===== src/rtl/mul_div_iter_pkg.sv =====
// mul_div_iter_pkg: shared op codes and FSM encoding for the iterative mul/div unit
package mul_div_iter_pkg;
  localparam logic OP_MUL = 1'b0;
  localparam logic OP_DIV = 1'b1;
  typedef enum logic [1:0] {IDLE = 2'd0, RUN = 2'd1, FIX = 2'd2} state_t;
endpackage


===== src/rtl/mul_div_iter_twos_neg.sv =====
// twos_neg: combinational conditional two's-complement negate (wrapping)
module twos_neg #(parameter int W = 32) (
  input  logic         neg,
  input  logic [W-1:0] x,
  output logic [W-1:0] y
);
  assign y = neg ? -x : x;
endmodule


===== src/rtl/mul_div_iter.sv =====
// mul_div_iter: iterative WIDTH-cycle shift-add multiply / restoring divide, {hi,lo} result
module mul_div_iter import mul_div_iter_pkg::*; #(parameter int WIDTH = 32) (
  input  logic               clk,
  input  logic               rst,
  input  logic               start,
  input  logic               op,
  input  logic               sign,
  input  logic [WIDTH-1:0]   a,
  input  logic [WIDTH-1:0]   b,
  output logic               busy,
  output logic               done,
  output logic [2*WIDTH-1:0] res,
  output logic               div_by_zero
);
  localparam int CW = $clog2(WIDTH);
  state_t state, nxt;
  logic [CW-1:0] cnt;
  logic op_r, nsgn, rsgn, dbz;
  logic [WIDTH-1:0] opd, abs_a, abs_b, q_fix, r_fix;
  logic [2*WIDTH:0] acc, acc_nxt;
  logic [2*WIDTH-1:0] p_fix;
  logic [WIDTH:0] msum, rem_sh;
  logic [WIDTH+1:0] diff;
  assign busy = state != IDLE;
  twos_neg #(WIDTH) u_abs_a (.neg(sign && a[WIDTH-1]), .x(a), .y(abs_a));
  twos_neg #(WIDTH) u_abs_b (.neg(sign && b[WIDTH-1]), .x(b), .y(abs_b));
  twos_neg #(2*WIDTH) u_fix_p (.neg(nsgn), .x(acc[2*WIDTH-1:0]), .y(p_fix));
  // divide-by-zero keeps the all-ones quotient untouched
  twos_neg #(WIDTH) u_fix_q (.neg(nsgn && !dbz), .x(acc[WIDTH-1:0]), .y(q_fix));
  twos_neg #(WIDTH) u_fix_r (.neg(rsgn), .x(acc[2*WIDTH-1:WIDTH]), .y(r_fix));
  always_comb begin
    nxt = state == IDLE ? (start ? RUN : IDLE) :
          state == RUN  ? (cnt == CW'(WIDTH - 1) ? FIX : RUN) : IDLE;
    msum = acc[2*WIDTH:WIDTH] + {1'b0, acc[0] ? opd : '0};
    rem_sh = acc[2*WIDTH-1:WIDTH-1];
    diff = {1'b0, rem_sh} - {2'b0, opd};
    acc_nxt = op_r == OP_DIV ?
              (diff[WIDTH+1] ? {rem_sh, acc[WIDTH-2:0], 1'b0} : {diff[WIDTH:0], acc[WIDTH-2:0], 1'b1}) :
              {1'b0, msum, acc[WIDTH-1:1]};
  end
  always_ff @(posedge clk)
    if (rst) state <= IDLE;
    else state <= nxt;
  always_ff @(posedge clk) begin
    if (rst) begin
      cnt <= '0;
      op_r <= 1'b0;
      nsgn <= 1'b0;
      rsgn <= 1'b0;
      dbz <= 1'b0;
      opd <= '0;
      acc <= '0;
      done <= 1'b0;
      res <= '0;
      div_by_zero <= 1'b0;
    end else begin
      done <= state == FIX;
      cnt <= state == RUN ? cnt + 1'b1 : '0;
      if (state == IDLE && start) begin
        op_r <= op;
        nsgn <= sign && (a[WIDTH-1] ^ b[WIDTH-1]);
        rsgn <= sign && a[WIDTH-1];
        dbz <= op == OP_DIV && b == '0;
        opd <= op == OP_MUL ? abs_a : abs_b;
        acc <= {{(WIDTH+1){1'b0}}, op == OP_MUL ? abs_b : abs_a};
        div_by_zero <= 1'b0;
      end
      if (state == RUN) acc <= acc_nxt;
      if (state == FIX) begin
        res <= op_r == OP_DIV ? {r_fix, q_fix} : p_fix;
        div_by_zero <= dbz;
      end
    end
  end
endmodule

===== config.mk =====
export PLATFORM = sky130hd
export DESIGN_NAME = mul_div_iter
export DESIGN_NICKNAME = d
export VERILOG_FILES = /design/src/rtl/mul_div_iter_pkg.sv /design/src/rtl/mul_div_iter_twos_neg.sv /design/src/rtl/mul_div_iter.sv
export SDC_FILE = /design/constraint.sdc
export NUM_CORES = 1
export LEC_CHECK = 0
export BUFFER_PORTS_ARGS = -buffer_cell sky130_fd_sc_hd__buf_2
export CORE_MARGIN = 2
export CORE_UTILIZATION = 45
export CTS_BUF_LIST = sky130_fd_sc_hd__clkbuf_4 sky130_fd_sc_hd__clkbuf_8
export DETAILED_ROUTE_END_ITERATION = 7
export GPL_ROUTABILITY_DRIVEN = 0
export MAX_ROUTING_LAYER = met4
export PLACE_DENSITY = 0.66
export RECOVER_POWER = 25
export SLEW_MARGIN = 20
export SYNTH_ARGS = -nofsm -noshare
export SYNTH_HDL_FRONTEND = slang
export SYNTH_SLANG_ARGS = --single-unit

===== constraint.sdc =====
create_clock -name clk -period 3 [get_ports clk]
set_input_delay 0.15 -clock clk [delete_from_list [all_inputs] [get_ports clk]]
set_output_delay 0.15 -clock clk [all_outputs]
set_load 0.005 [all_outputs]

==> impl_metrics.tcl <==
set metrics [dict create \
    status "completed" \
    p_int_mw 4.021 \
    post-dp-hpwl_mm 37.81 \
    finalCritPeriodShare 0.9745 \
    antenna_left 0 \
    grt_overflow 0 \
    clock-sinks 174 \
    clkPwrFrac 0.265 \
    synthCells 1928 \
    tightest_slew_ns 1.025 \
    fin_util 0.5422 \
    synth.ff_latch_count 174 \
    syn_area_um2 14140 \
    avgSynthCellArea_um2 7.332 \
    whs_ns 0.07878 \
    die_h_um 181.2 \
    grt.total_usage 0.2939 \
    startpoint "opd[1]" \
    fill_cells 2983 \
    r2r_slack_ns 0.08 \
    synth.distinct_cells 82 \
    finalClockSkew_ns 0.01404 \
    clock_latency_ns 0.50 \
    die_width_um 181.2 \
    worst_setup_path_end_kind "register" \
    yosysWarningCount 0 \
    r2r-start "opd[1]" \
    core-area_um2 30750 \
    async_flop_share 0 \
    path_depth 14 \
    drive_gt1_frac 0.1781 \
    rr_worst_depth 14 \
    grt_pass1_wl_mm 74.87 \
    min_path_type "input pin to register" \
    die_area_um2 32850 \
    synth_enable_flop_cells 0 \
    slew_headroom 0.3170 \
    wl_met3_mm 4.359 \
    p_sw_frac 0.3819 \
    grt_pass1_vias 13640 \
    ys_seq_area_frac 0.2464 \
    antenna_found_initial 1 \
    seq_power_share 0.387 \
    port_buffers 135 \
    timing.critical_path.fanout_max 3 \
    num_vias 15150 \
    wl_per_cell_um 19.00 \
    rsz0062_at_grt "true" \
    startpoint_type "register" \
    num_rows 64 \
    setup_viol 0 \
    crit_family "compound AO/OA/AOI/OAI gates" \
    finalMaxSlewViolations 0 \
    drc 0 \
    fmax_ghz 0.3420 \
    routed.top_layer "met4" \
    crit_chain "inv_1 -> ha_1 -> nand2b_1 -> a211oi_2 -> buf_4 -> o21ai_1 -> buf_4 -> o21bai_4 -> a31oi_4 -> o31ai_2 -> xor2_1 -> a21oi_1 -> a211oi_2 -> buf_4" \
    syn-num-nets 2069 \
    finalHoldViolations 0 \
    initial_core_util 0.4597 \
    met1_length_mm 21.68 \
    io_pins 136 \
    power_density_nw_per_um2 390.1 \
    htreeDepth 4 \
    cts_tree "yes" \
    final_nets 2256 \
    root_buffer "clkbuf_8" \
    min_from "b[0]" \
    max_cap_violations 0 \
    wl_mm 47.96 \
    synthToLayoutAreaGrowth_pct 17.95 \
    path_clk_slew_ns 0.11 \
    critPathBufInv 4 \
    clockBufferDepth 2 \
    viasPerCell 6.002 \
    multi_input_area_um2 10090 \
    cp_common_cell "buf_4" \
    ff_latch_area_um2 3488 \
    ys_dominant_reg_cell "dfxtp_1" \
    layout_min_cycle_time_ns 2.924 \
    max_stage_delay_ns 0.36 \
    crit_required_ns 3.45 \
    drt-initial-drc-count 1712 \
    cp_slowest_cell "dfxtp_2" \
    switchingPower_mw 2.484 \
    p_leak_nw 6.776 \
    first_pass_iters 7 \
    comb_power_share 0.349 \
    worstPathArrival_ns 3.37 \
    diodes 0 \
    min_path_cells 3 \
    grt_max_degree 94 \
    cts_buffers 17 \
    wl_met2_mm 20.25 \
    critical_path_class "register to register" \
    vdd_drop_max_mv 0.2564 \
]
## cells in the mapped netlist (7+ instances only)
| cell | instances | share of area |
|---|---|---|
| xnor2_1 | 83 | 0.051 |
| or3_1 | 25 | 0.011 |
| nor3_1 | 33 | 0.012 |
| and2_1 | 18 | 0.0080 |
| xor2_1 | 86 | 0.053 |
| nor4_1 | 20 | 0.0089 |
| mux2i_1 | 41 | 0.029 |
| nor2b_1 | 11 | 0.0049 |
| nor2_1 | 203 | 0.054 |
| and3_1 | 12 | 0.0053 |
| a221oi_1 | 10 | 0.0062 |
| nand4_1 | 11 | 0.0049 |
| a21oi_1 | 210 | 0.074 |
| buf_2 | 9 | 0.0032 |
| nand2_1 | 198 | 0.053 |
| a31oi_1 | 22 | 0.0097 |
| nand3_1 | 27 | 0.0096 |
| o31ai_1 | 23 | 0.012 |
| o21bai_1 | 7 | 0.0037 |
| nand2b_1 | 18 | 0.0080 |
| o211ai_1 | 43 | 0.023 |
| ha_1 | 70 | 0.062 |
| a211oi_1 | 78 | 0.041 |
| buf_1 | 9 | 0.0024 |
| a311oi_1 | 9 | 0.0056 |
| inv_1 | 70 | 0.019 |
| dfxtp_1 | 174 | 0.25 |
| clkbuf_1 | 110 | 0.029 |
| a21o_1 | 25 | 0.013 |
| a22oi_1 | 19 | 0.010 |
| o22ai_1 | 9 | 0.0040 |
| o21ai_0 | 128 | 0.045 |
## flip-flops by register name, indices dropped and copies added, names as in the netlist
register / count
acc: 65
res: 64
opd: 32
cnt: 5
state: 2
dbz: 1
div_by_zero: 1
done: 1
nsgn: 1
op_r: 1
rsgn: 1
## layout by cell type, fill, tap and decap left out, drive strengths merged, types with 27 or more instances in the layout
cell / instances
nand3: 27
a211oi: 78
dfxtp: 174
xor2: 86
o21ai: 136
nor3: 35
inv: 77
mux2i: 41
nand2: 199
ha: 70
buf: 272
xnor2: 83
clkbuf: 43
nor2: 203
o211ai: 43
a21oi: 212
## power groups by stage
stage                     Clock [mW]  Sequential, mW  Combinational (mW)
after floorplan                    0            2.52                1.41
after global placement             0            2.56                2.12
after detailed placement           0            2.56                2.15
after CTS                       1.74            2.51                2.17
after global routing            1.84            2.53                2.47
final                           1.72            2.52                2.27
## kinds of logic after synthesis
| family | share of synthesized area |
|---|---|
| multiplexers | 0.02983 |
| adder cells (fa/ha/maj) | 0.06479 |
| buffers and inverters | 0.05532 |
| flip-flops | 0.2464 |
| AND/OR/NAND/NOR | 0.2117 |
| XOR/XNOR | 0.1047 |
| AO/OA/AOI/OAI | 0.2872 |
## per-layer routing
metal	GRT usage	up-vias
met5	-	-
met4	0.1106	0
met3	0.04173	90
met2	0.4224	698
met1	0.4148	7007
li1	-	7354
## area by class of cell
class | count | share of cell area
well taps | 396 | 0.02972
repair buffers | 299 | 0.1162
inverters | 70 | 0.01576
flip-flops and latches | 174 | 0.2092
clock buffers | 18 | 0.01486
clock inverters | 14 | 0.009005
multi-input cells | 1553 | 0.6052
## final timing paths
kind,to
worst min register to register,res[48]
worst min-delay path,opd[0]
worst max-delay path,acc[51]
worst max register to register,acc[51]
## worst min-delay path: cells and delay by family
| kind | cells | cell delay, ns |
|---|---|---|
| AO/OA/AOI/OAI | 1 | 0.09 |
| buffers and inverters | 1 | 0.13 |
| multiplexers | 1 | 0.17 |
## what timing repair did
| item | CTS | global route |
|---|---|---|
| gates resized for setup | 5 | 46 |
| hold endpoints to repair | 2 | 0 |
| buffers inserted | 0 | 2 |
| hold buffers | 2 | 0 |
| endpoints found under the setup margin | 30 | 37 |
| pin swaps | 2 | 19 |
## stage by stage
step	setup TNS (ns)	setup WS, ns	power (mW)	cells	cell area [µm²]
finish	0	0.07644	6.505	2524	16670
global route	-0.1599	-0.05200	6.832	2524	16670
CTS	-0.07265	-0.03160	6.421	2522	16500
detailed placement	-0.8793	-0.1490	4.719	2488	16070
global placement	-0.3108	-0.1077	4.684	2488	16070
floorplan	0	0.05809	3.933	1928	14140
No activity file was read; power rests on OpenSTA's default activity.
